File: src/rtl/uart_pkg.sv
// uart_pkg: shared ASCII constants, message length and reporter FSM state type
package uart_pkg;
  localparam int MSG_LEN = 14;
  localparam logic [7:0] ASC_W     = 8'h57;
  localparam logic [7:0] ASC_S     = 8'h53;
  localparam logic [7:0] ASC_COLON = 8'h3A;
  localparam logic [7:0] ASC_DOT   = 8'h2E;
  localparam logic [7:0] ASC_CR    = 8'h0D;
  localparam logic [7:0] ASC_LF    = 8'h0A;
  localparam logic [7:0] ASC_0     = 8'h30;
  typedef enum logic [1:0] {IDLE, CAPTURE, SEND} state_t;
endpackage

File: src/rtl/bin2ascii_2d.sv
// bin2ascii_2d: 7-bit value to two ASCII digits saturating at 99 (val in; tens, ones out)
module bin2ascii_2d
  import uart_pkg::*;
(
  input  logic [6:0] val,
  output logic [7:0] tens,
  output logic [7:0] ones
);
  logic [6:0] sat;
  always_comb begin
    sat  = val > 7'd99 ? 7'd99 : val;
    tens = ASC_0 + {1'b0, sat / 7'd10};
    ones = ASC_0 + {1'b0, sat % 7'd10};
  end
endmodule

File: src/rtl/uart_time_reporter.sv
// uart_time_reporter: snapshot time on req/periodic tick, push 14-byte ASCII line to TX FIFO (clk, rst, req, watch_mode, hour, min, sec, csec, tx_full in; tx_push, tx_push_data, busy, done out)
module uart_time_reporter
  import uart_pkg::*;
#(
  parameter int PERIOD_CYCLES = 0
) (
  input  logic       clk,
  input  logic       rst,
  input  logic       req,
  input  logic       watch_mode,
  input  logic [4:0] hour,
  input  logic [5:0] min,
  input  logic [5:0] sec,
  input  logic [6:0] csec,
  input  logic       tx_full,
  output logic       tx_push,
  output logic [7:0] tx_push_data,
  output logic       busy,
  output logic       done
);
  state_t state, state_n;
  logic [3:0] idx, idx_n;
  logic       push_n, done_n, tick;
  logic [7:0] data_n;
  logic [7:0] h1, h0, m1, m0, s1, s0, c1, c0;
  logic [7:0] msg    [MSG_LEN];
  logic [7:0] msg_in [MSG_LEN];
  bin2ascii_2d u_hour (.val({2'b0, hour}), .tens(h1), .ones(h0));
  bin2ascii_2d u_min  (.val({1'b0, min}),  .tens(m1), .ones(m0));
  bin2ascii_2d u_sec  (.val({1'b0, sec}),  .tens(s1), .ones(s0));
  bin2ascii_2d u_csec (.val(csec),         .tens(c1), .ones(c0));
  always_comb
    msg_in = '{watch_mode ? ASC_W : ASC_S, h1, h0, ASC_COLON, m1, m0, ASC_COLON,
               s1, s0, ASC_DOT, c1, c0, ASC_CR, ASC_LF};
  assign busy = state != IDLE;
  if (PERIOD_CYCLES > 0) begin : g_per
    localparam int CW = PERIOD_CYCLES > 1 ? $clog2(PERIOD_CYCLES) : 1;
    logic [CW-1:0] cnt;
    assign tick = cnt == CW'(PERIOD_CYCLES - 1);
    always_ff @(posedge clk or posedge rst)
      if (rst) cnt <= '0;
      else     cnt <= tick ? '0 : cnt + 1'b1;
  end else begin : g_no_per
    assign tick = 1'b0;
  end
  // idx points at the next byte to register; CAPTURE already registers byte 0
  // from the live conversion so the first push lands one cycle after CAPTURE.
  // idx == MSG_LEN means the last byte is on the port this cycle.
  always_comb begin
    state_n = state;
    idx_n   = idx;
    push_n  = 1'b0;
    data_n  = tx_push_data;
    done_n  = 1'b0;
    case (state)
      IDLE:    state_n = (req || tick) ? CAPTURE : IDLE;
      CAPTURE: begin
        state_n = SEND;
        push_n  = !tx_full;
        idx_n   = tx_full ? 4'd0 : 4'd1;
        data_n  = tx_full ? tx_push_data : msg_in[0];
      end
      SEND:
        if (idx == 4'(MSG_LEN)) begin
          state_n = IDLE;
          idx_n   = 4'd0;
          done_n  = 1'b1;
        end else if (!tx_full) begin
          push_n = 1'b1;
          data_n = msg[idx];
          idx_n  = idx + 4'd1;
        end
      default: state_n = IDLE;
    endcase
  end
  always_ff @(posedge clk or posedge rst)
    if (rst) begin
      state        <= IDLE;
      idx          <= 4'd0;
      tx_push      <= 1'b0;
      tx_push_data <= 8'h00;
      done         <= 1'b0;
    end else begin
      state        <= state_n;
      idx          <= idx_n;
      tx_push      <= push_n;
      tx_push_data <= data_n;
      done         <= done_n;
    end
  always_ff @(posedge clk)
    if (state == CAPTURE) msg <= msg_in;
endmodule

File: config.mk
export PLATFORM = sky130hd
export DESIGN_NAME = uart_time_reporter
export DESIGN_NICKNAME = d
export VERILOG_FILES = /design/src/rtl/uart_pkg.sv /design/src/rtl/bin2ascii_2d.sv /design/src/rtl/uart_time_reporter.sv
export SDC_FILE = /design/constraint.sdc
export NUM_CORES = 1
export LEC_CHECK = 0
export CORE_MARGIN = 8
export CORE_UTILIZATION = 45
export DETAILED_ROUTE_END_ITERATION = 10
export HOLD_SLACK_MARGIN = 0.12
export PLACE_DENSITY = 0.76
export SLEW_MARGIN = 20
export SYNTH_ARGS = -nofsm -noshare
export SYNTH_HDL_FRONTEND = slang
export SYNTH_SLANG_ARGS = --single-unit
File: constraint.sdc
create_clock -name clk -period 4.2 [get_ports clk]
set_input_delay 1.05 -clock clk [delete_from_list [all_inputs] [get_ports clk]]
set_output_delay 1.05 -clock clk [all_outputs]
set_load 0.02 [all_outputs]
# After elaboration in Yosys (flattened, before gate mapping)

Cells that the tools add are included.

Add/subtract/negate cells: 9
Divide/modulo/power cells: 8
Order comparisons: 5
Eq/ne operators: 8
Multiplexer cells: 24
Bitwise gates (word level): 1
Reduce and logical (&&, ||, !) cells: 6

Operator list:

| operator            | number |
|---|---|
| $add 6x7->8 const A | 8 |
| $mux 8              | 5 |
| $bmux 8 s4          | 1 |
| $div 7x4->7 const B | 4 |
| $mod 7x4->7 const B | 4 |
| $mux 7              | 4 |
| $pmux 8 s2          | 1 |
| $gt 6x7->1 const B  | 2 |
| $mux 4              | 2 |
| $ne 2x2->1 const B  | 4 |
| $pmux 4 s2          | 1 |
| $gt 5x7->1 const B  | 1 |
| $gt 7x7->1 const B  | 1 |
| $mux 1              | 6 |
| $pmux 2 s3          | 1 |
| $ge 5x5->1 const B  | 1 |
| $not 4->5           | 1 |
| $add 4x1->4 const B | 1 |
| $eq 4x4->1 const B  | 1 |
| $reduce_and 4->1    | 1 |
| $reduce_bool 2->1   | 2 |
| $mux 3              | 1 |
| $ne 3x3->1 const B  | 1 |
| $eq 2x1->1 const B  | 1 |
| other kinds (6)     | 6 |

Bits in registers: 88
Word-level logic and storage cells: 75

# Depth between registers and ports, before layout

Gate-level depths: netlist (run 1).

Depth after elaboration: 7
Depth in mapped cells: 21

# By module

A second synthesis (run 1) with hierarchy kept.

Cell total of the unflattened synthesis: 742
Area, all modules: 6947.9 um2

Modules (own cells, without submodules):

| module                    | instances | cells an instance | area each (um2) |
|---|---|---|---|
| uart_time_reporter        | 1         | 244               | 3455.8 |
| bin2ascii_2d (u_csec ...) | 3         | 120               | 875.8 |
| bin2ascii_2d (u_sec)      | 1         | 138               | 864.6 |

# Least setup slack after synthesis (run 1)

No wires, ideal clock.

Kind: input-to-reg
From: input port csec[5]
To: register msg[22] (netlist name) (data pin)
Library setup time: 258 ps
Arrival time: 4694 ps
Required time: 3942 ps
Slack: -751 ps
Stages: 20
Cells stage by stage: buf_2 -> nand2_1 -> and2_1 -> ha_1 -> and4b_1 -> nor3_1 -> inv_1 -> ha_1 -> o21ba_2 -> a221oi_4 -> mux2_4 -> a21oi_1 -> xnor2_1 -> ha_1 -> inv_1 -> a211oi_4 -> o211a_1 -> a211oi_1 -> ha_1 -> xnor2_1

Longest elaborated chain between the ends: 4

Ends and longest elaborated chain:

| element              | RTL line                 | RTL |
|---|---|---|
| from (decl)          | uart_time_reporter.sv:14 | `input logic [6:0] csec,` |
| $gt 7x7->1           | bin2ascii_2d.sv:11       | `sat = val > 7'd99 ? 7'd99 : val;` |
| $mux 7 *             | bin2ascii_2d.sv:11       |  |
| $mod 7x4->7 *        | bin2ascii_2d.sv:13       | `ones = ASC_0 + {1'b0, sat % 7'd10};` |
| $add 6x7->8 *        | bin2ascii_2d.sv:13       |  |
| via c0[6]            | uart_time_reporter.sv:25 | `logic [7:0] h1, h0, m1, m0, s1, s0, c1, c0;` |
| to (signal assigned) | uart_time_reporter.sv:91 | `if (state == CAPTURE) msg <= msg_in;` |
| to (decl)            | uart_time_reporter.sv:26 | `logic [7:0] msg [MSG_LEN];` |

Mark *: on every way through the listed nets, which the timed path passes. The rest lies on a longest branch.
A chain may end at the register's enable or synchronous reset.

# Worst setup path after layout (run 1)

From: input port csec[6]
To: register msg[22] (netlist name) (data pin)

The elaborated chain is that of the path after synthesis.

==> results of run 1 <==
-- what timing repair did --
action                     4_1_cts  5_1_grt
setup buffers                    8        6
resized for setup               21        7
setup endpoints to repair        7        3
hold buffers                     0        0
gates cloned                     0        0
pin swaps                       14       14
-- synthesized netlist by cell type (7+ instances only) --
library cell	n	share of area
nor2_1	56	0.048
nand2_1	52	0.044
clkbuf_1	24	0.020
nor2b_1	11	0.016
mux2i_1	10	0.023
nor3_1	18	0.020
ha_1	19	0.054
inv_1	33	0.028
nand2b_1	9	0.013
xnor2_1	12	0.024
a31oi_1	7	0.0099
nand3_1	12	0.014
dfrtp_1	16	0.091
edfxtp_1	45	0.31
o21ai_0	36	0.041
o22ai_1	7	0.0099
a21oi_1	32	0.036
-- per-stage QoR --
step	total power (uW)	setup TNS [ns]	util	setup slack, ns	area, um2
2_1_floorplan	1690	-1.09	-	-0.430	4510
3_3_place_gp	2030	-4.17	0.560	-0.745	5400
3_5_place_dp	2070	-5.24	0.560	-0.879	5400
4_1_cts	2710	-0.0252	0.594	-0.0252	5720
5_1_grt	2890	-0.555	0.601	-0.246	5790
6_report	2730	-0.154	0.601	-0.0951	5790
-- flip-flops by register name, indices dropped and copies added, names as in the netlist --
name	count
idx	4
tx_push	1
done	1
tx_push_data	8
state	2
msg	45
-- cell usage in the layout (no fill, tap or decap), types with 10 or more instances in the layout --
master	synthesis	routed
nor2b_1	11	11
buf_4	1	72
nand3_1	12	12
a21oi_1	32	30
o21ai_0	36	35
inv_1	33	31
nor2_1	56	56
nor3_1	18	16
nand2_1	52	51
xnor2_1	12	11
clkdlybuf4s50_1	0	36
mux2i_1	10	10
ha_1	19	14
edfxtp_1	45	45
clkbuf_8	0	12
dfrtp_1	16	16
-- worst paths after layout --
path	from	end	slack (ns)	cells past startpoint
hold reg to reg	tx_push_data[6]$_DFFE_PP0P_	tx_push_data[6]$_DFFE_PP0P_	0.50	1
hold / removal	tx_push_data[6]$_DFFE_PP0P_	tx_push_data[6]$_DFFE_PP0P_	0.50	1
max in group asynchronous	rst	tx_push_data[0]$_DFFE_PP0P_	2.72	2
setup / recovery	csec[6]	msg[22]$_DFFE_PP_	-0.1	21
setup reg to reg	idx[1]$_DFFE_PP0P_	tx_push_data[5]$_DFFE_PP0P_	1.70	5
min in group asynchronous	rst	tx_push_data[7]$_DFFE_PP0P_	1.08	2
-- final cells by class --
type,instances,area (um2)
Fill cell,859,3850
Clock inverter,4,68.8
Tap cell,133,166
Timing Repair Buffer,114,962
Multi-Input combinational cell,383,2540
Inverter,35,131
Sequential cell,61,1750
Clock buffer,12,165
-- metal layers --
layer | share of wire | track usage
met2 | 0.51 | 0.307
met3 | 0.050 | 0.0263
met1 | 0.41 | 0.193
met5 | 0 | 0
met4 | 0.032 | 0.0919
-- logic make-up after synthesis --
family / synth area share
XOR/XNOR: 0.0337
buffers and inverters: 0.0572
flip-flops: 0.397
AND/OR/NAND/NOR: 0.197
adder cells (fa/ha/maj): 0.0561
multiplexers: 0.0312
AO/OA/AOI/OAI: 0.228
-- critical path, stage by stage --
cell and delay, ns:
buf_6 0.10, nand2_4 0.05, and2_4 0.14, ha_4 0.14, and4b_1 0.24, nor3_2 0.07, inv_1 0.10, ha_4 0.14
o21ba_4 0.17, a221oi_4 0.31, mux2_4 0.35, a21oi_4 0.16, xnor2_2 0.15, ha_2 0.22, inv_2 0.05, a211oi_4 0.28
buf_6 0.15, a2111oi_4 0.04, a211oi_2 0.23, ha_2 0.20, xnor2_1 0.05
-- power by group through the flow --
stage	sequential, uW	combinational [uW]	clock (uW)
after CTS	1030	1060	619
after detailed placement	1040	1030	0
final	1030	1090	611
after floorplan	991	702	0
after global routing	1050	1200	638
after global placement	1030	994	0
==> flow_metrics.env, run 1 <==
export IMPL_ant_nets=0
export IMPL_hold_ws_ns=0.502
export IMPL_slew_headroom=0.420
export IMPL_dp_hpwl_um=8080
export IMPL_cts_root_buf="clkbuf_8"
export IMPL_layoutNonFillerInstCount=742
export IMPL_violations="negative setup slack"
export IMPL_worstPathArrival_ns=4.40
export IMPL_grt_pass1_wl_um=18300
export IMPL_net_switching_power_uw=972
export IMPL_seqPwrFrac=0.377
export IMPL_routed_wl_um=11200
export IMPL_dp_cells=714
export IMPL_slew_viol_final=0
export IMPL_netlist_area_mm2=0.00442
export IMPL_area_growth_pct=31.1
export IMPL_htreeDepth=3
export IMPL_worstSkewPairLatency_ns=0.35
export IMPL_critPathLaunchType="input port"
export IMPL_start_util=0.458
export IMPL_die_x_um=115
export IMPL_cts_tree="yes"
export IMPL_path_max_fanout=3
export IMPL_min_period_over_period=1.02
export IMPL_synth_flop_cell="edfxtp_1"
export IMPL_ys_seq_area_frac=0.397
export IMPL_vdd_ir_drop_max_uv=235
export IMPL_vias=4138
export IMPL_first_global_vias=4013
export IMPL_path_clk_slew_ns=0.06
export IMPL_n_antenna_cell=0
export IMPL_hold_viol=0
export IMPL_power_leakage_uw=0.00229
export IMPL_die_h_um=115
export IMPL_core_area_mm2=0.00964
export IMPL_syn_nets=557
export IMPL_ys_seq_elements=61
export IMPL_postSynthAreaPerCell_um2=8.67
export IMPL_worst_pin_slew_ns=0.864
export IMPL_finClkSkew_ns=0.00773
export IMPL_async_flop_share=0.262
export IMPL_avgViaCountPerCell=5.58
export IMPL_yosys_cell_types_count=65
export IMPL_status="complete, but fails checks"
export IMPL_numClockSinks=61
export IMPL_yosysWarnings=0
export IMPL_synth_cells=509
export IMPL_layout_drive_gt1_share=0.207
export IMPL_nets=652
export IMPL_boundaryPins=40
export IMPL_drt_pre_antenna_iters=6
export IMPL_gp_congestion=0.923
export IMPL_cts_buffers=9
export IMPL_post_route_worst_setup_slack_ns=-0.0951
export IMPL_rsz0062_at_grt="yes"
export IMPL_p_int_uw=1760
export IMPL_rows=36
export IMPL_drt_iter0_markers=236
export IMPL_max_cap_viol_count=0
export IMPL_overflow=0
export IMPL_port_buffers=39
export IMPL_grt_total_usage=0.172
export IMPL_synth_edff_count=45
export IMPL_die_area_mm2=0.0132
export IMPL_sw_frac_of_total=0.356
export IMPL_route_detailed_drc=0
export IMPL_antenna_found_initial=0
export IMPL_end_kind="flip-flop"
export IMPL_crit_type="in -> reg"
export IMPL_power_density_mw_per_mm2=472
export IMPL_clock_path_buffers=2
export IMPL_p_comb_frac=0.399
export IMPL_required_ns=4.30
export IMPL_setup_violations=2
export IMPL_fmax_ghz=0.233
export IMPL_min_path_type="reg -> reg"
export IMPL_min_period_ns=4.30
export IMPL_grt_max_degree=50
export IMPL_routedWlPerCell_um=15.0
export IMPL_clkPwrFrac=0.224
No activity file was read; power rests on OpenSTA's default activity.
==> run 2: changes to the inputs <==
--- a/config.mk
+++ b/config.mk
@@ -10,6 +10,7 @@
 export DETAILED_ROUTE_END_ITERATION = 10
 export HOLD_SLACK_MARGIN = 0.12
 export PLACE_DENSITY = 0.76
+export RECOVER_POWER = 25
 export SLEW_MARGIN = 20
 export SYNTH_ARGS = -nofsm -noshare
 export SYNTH_HDL_FRONTEND = slang
==> flow_metrics.env, run 2 (same netlist as run 1, synthesis figures left out) <==
export IMPL_area_growth_pct=31.1
export IMPL_slew_viol_final=0
export IMPL_power_density_mw_per_mm2=471
export IMPL_slew_headroom=0.420
export IMPL_overflow=0
export IMPL_timing_setup_tns_ns=-0.161
export IMPL_cts_root_buf="clkbuf_8"
export IMPL_whs_path_depth=1
export IMPL_violations="negative setup slack"
export IMPL_first_global_vias=4013
export IMPL_cts_tree="yes"
export IMPL_dp_hpwl_um=8080
export IMPL_grt_total_usage=0.172
export IMPL_r2r_cells=5
export IMPL_core_area_mm2=0.00964
export IMPL_final_area_mm2=0.00579
export IMPL_avgViaCountPerCell=5.58
export IMPL_largest_reg_flops=45
export IMPL_antenna_found_initial=0
export IMPL_end_kind="flip-flop"
export IMPL_worstPathArrival_ns=4.40
export IMPL_die_h_um=115
export IMPL_layout_common_cells="72 x buf_4, 56 x nor2_1, 51 x nand2_1, 45 x edfxtp_1, 35 x o21ai_0"
export IMPL_fmax_ghz=0.233
export IMPL_regArea_mm2=0.00175
export IMPL_finClkSkew_ns=0.00752
export IMPL_boundaryPins=40
export IMPL_vias=4144
export IMPL_hold_viol=0
export IMPL_post_route_worst_setup_slack_ns=-0.0984
export IMPL_grt_pass1_wl_um=18300
export IMPL_fill_cells=860
export IMPL_r2r_start="idx[1]$_DFFE_PP0P_"
export IMPL_drt_pre_antenna_iters=5
export IMPL_die_area_mm2=0.0132
export IMPL_min_period_ns=4.30
export IMPL_r2r_end="tx_push_data[5]$_DFFE_PP0P_"
export IMPL_worst_pin_slew_ns=0.864
export IMPL_critPathLaunchType="input port"
export IMPL_ff2ff_setup_slack_ns=1.71
export IMPL_htreeDepth=3
export IMPL_vdd_ir_drop_max_uv=235
export IMPL_die_x_um=115
export IMPL_routedWlPerCell_um=15.0
export IMPL_setup_violations=2
export IMPL_gp_congestion=0.923
export IMPL_hold_ws_ns=0.502
export IMPL_top_register="msg"
export IMPL_clock_path_buffers=2
export IMPL_ant_nets=0
export IMPL_drt_iter0_markers=236
export IMPL_rsz0062_at_grt="yes"
export IMPL_rows=36
export IMPL_hold_start="tx_push_data[6]$_DFFE_PP0P_"
export IMPL_path_clk_slew_ns=0.06
export IMPL_numClockSinks=61
export IMPL_port_buffers=39
export IMPL_top_regs="msg: 45 flops, tx_push_data: 8 flops, idx: 4 flops"
export IMPL_dpl_cell_area_mm2=0.00540
export IMPL_nets=652
export IMPL_cts_buffers=9
export IMPL_power_leakage_uw=0.00229
export IMPL_min_period_over_period=1.02
export IMPL_layout_drive_gt1_share=0.205
export IMPL_start_util=0.458
export IMPL_grt_max_degree=50
export IMPL_required_ns=4.30
export IMPL_max_cap_viol_count=0
export IMPL_worstSkewPairLatency_ns=0.35
export IMPL_status="complete, but fails checks"
export IMPL_crit_type="in -> reg"
export IMPL_hold_end="tx_push_data[6]$_DFFE_PP0P_"
export IMPL_dp_cells=714
export IMPL_min_path_type="reg -> reg"
export IMPL_layoutNonFillerInstCount=742
export IMPL_routed_wl_um=11200
export IMPL_n_antenna_cell=0
export IMPL_final_common_cell="buf_4"
export IMPL_route_detailed_drc=0
export IMPL_path_max_fanout=3
export IMPL_multi_input_area_mm2=0.00254
-- run 2: area by class of cell --
type / instances / share of cell area
clock inverters: 4 / 0.0119
flip-flops and latches: 61 / 0.303
multi-input cells: 383 / 0.439
inverters: 35 / 0.0227
clock buffers: 12 / 0.0285
well taps: 133 / 0.0288
repair buffers: 114 / 0.166
-- run 2: report_power, final --
part	switching (uW)	leakage (uW)	total, uW	internal (uW)
Sequential	134	0.000615	1030	895
Combinational	605	0.00156	1090	484
Clock	230	0.000120	609	380
-- run 2: routing by layer --
| layer | routed length (um) | global-route usage | vias up |
|---|---|---|---|
| li1 | - | - | 2037 |
| met1 | 4540 | 0.193 | 1925 |
| met2 | 5700 | 0.307 | 154 |
| met3 | 578 | 0.0263 | 28 |
| met4 | 336 | 0.0919 | 0 |
| met5 | 0 | 0 | - |
-- run 2: worst max-delay path by stage --
| stage | cells past startpoint | slack (ns) | startpoint | endpoint |
|---|---|---|---|---|
| 3_3_place_gp | 20 | -0.75 | csec[5] | msg[22]$_DFFE_PP_ |
| 2_1_floorplan | 20 | -0.43 | csec[6] | msg[22]$_DFFE_PP_ |
| 6_report | 21 | -0.1 | csec[6] | msg[22]$_DFFE_PP_ |
| 5_1_grt | 21 | -0.25 | csec[6] | msg[22]$_DFFE_PP_ |
| 4_1_cts | 21 | -0.03 | csec[5] | msg[22]$_DFFE_PP_ |
| 3_5_place_dp | 21 | -0.88 | csec[5] | msg[22]$_DFFE_PP_ |
-- run 2: what timing repair did --
item	4_1_cts	5_1_grt
setup endpoints to repair	7	3
pin swaps	14	14
gates resized for setup	21	7
hold buffers	0	0
setup buffers	8	6
-- run 2: per-stage QoR --
stage | power (uW) | utilization | setup WS, ns
2_1_floorplan | 1690 | - | -0.430
3_3_place_gp | 2030 | 0.560 | -0.745
3_5_place_dp | 2070 | 0.560 | -0.879
4_1_cts | 2710 | 0.594 | -0.0252
5_1_grt | 2890 | 0.600 | -0.246
6_report | 2730 | 0.600 | -0.0984
-- run 2: worst max-delay path, cell delays in order --
cell and delay, ns:
buf_6 0.10, nand2_4 0.05, and2_4 0.14, ha_4 0.14
and4b_1 0.24, nor3_2 0.07, inv_1 0.10, ha_4 0.14
o21ba_4 0.17, a221oi_4 0.31, mux2_4 0.35, a21oi_4 0.16
xnor2_2 0.15, ha_2 0.22, inv_2 0.05, a211oi_4 0.28
buf_6 0.15, a2111oi_4 0.04, a211oi_2 0.23, ha_2 0.20
xnor2_1 0.05
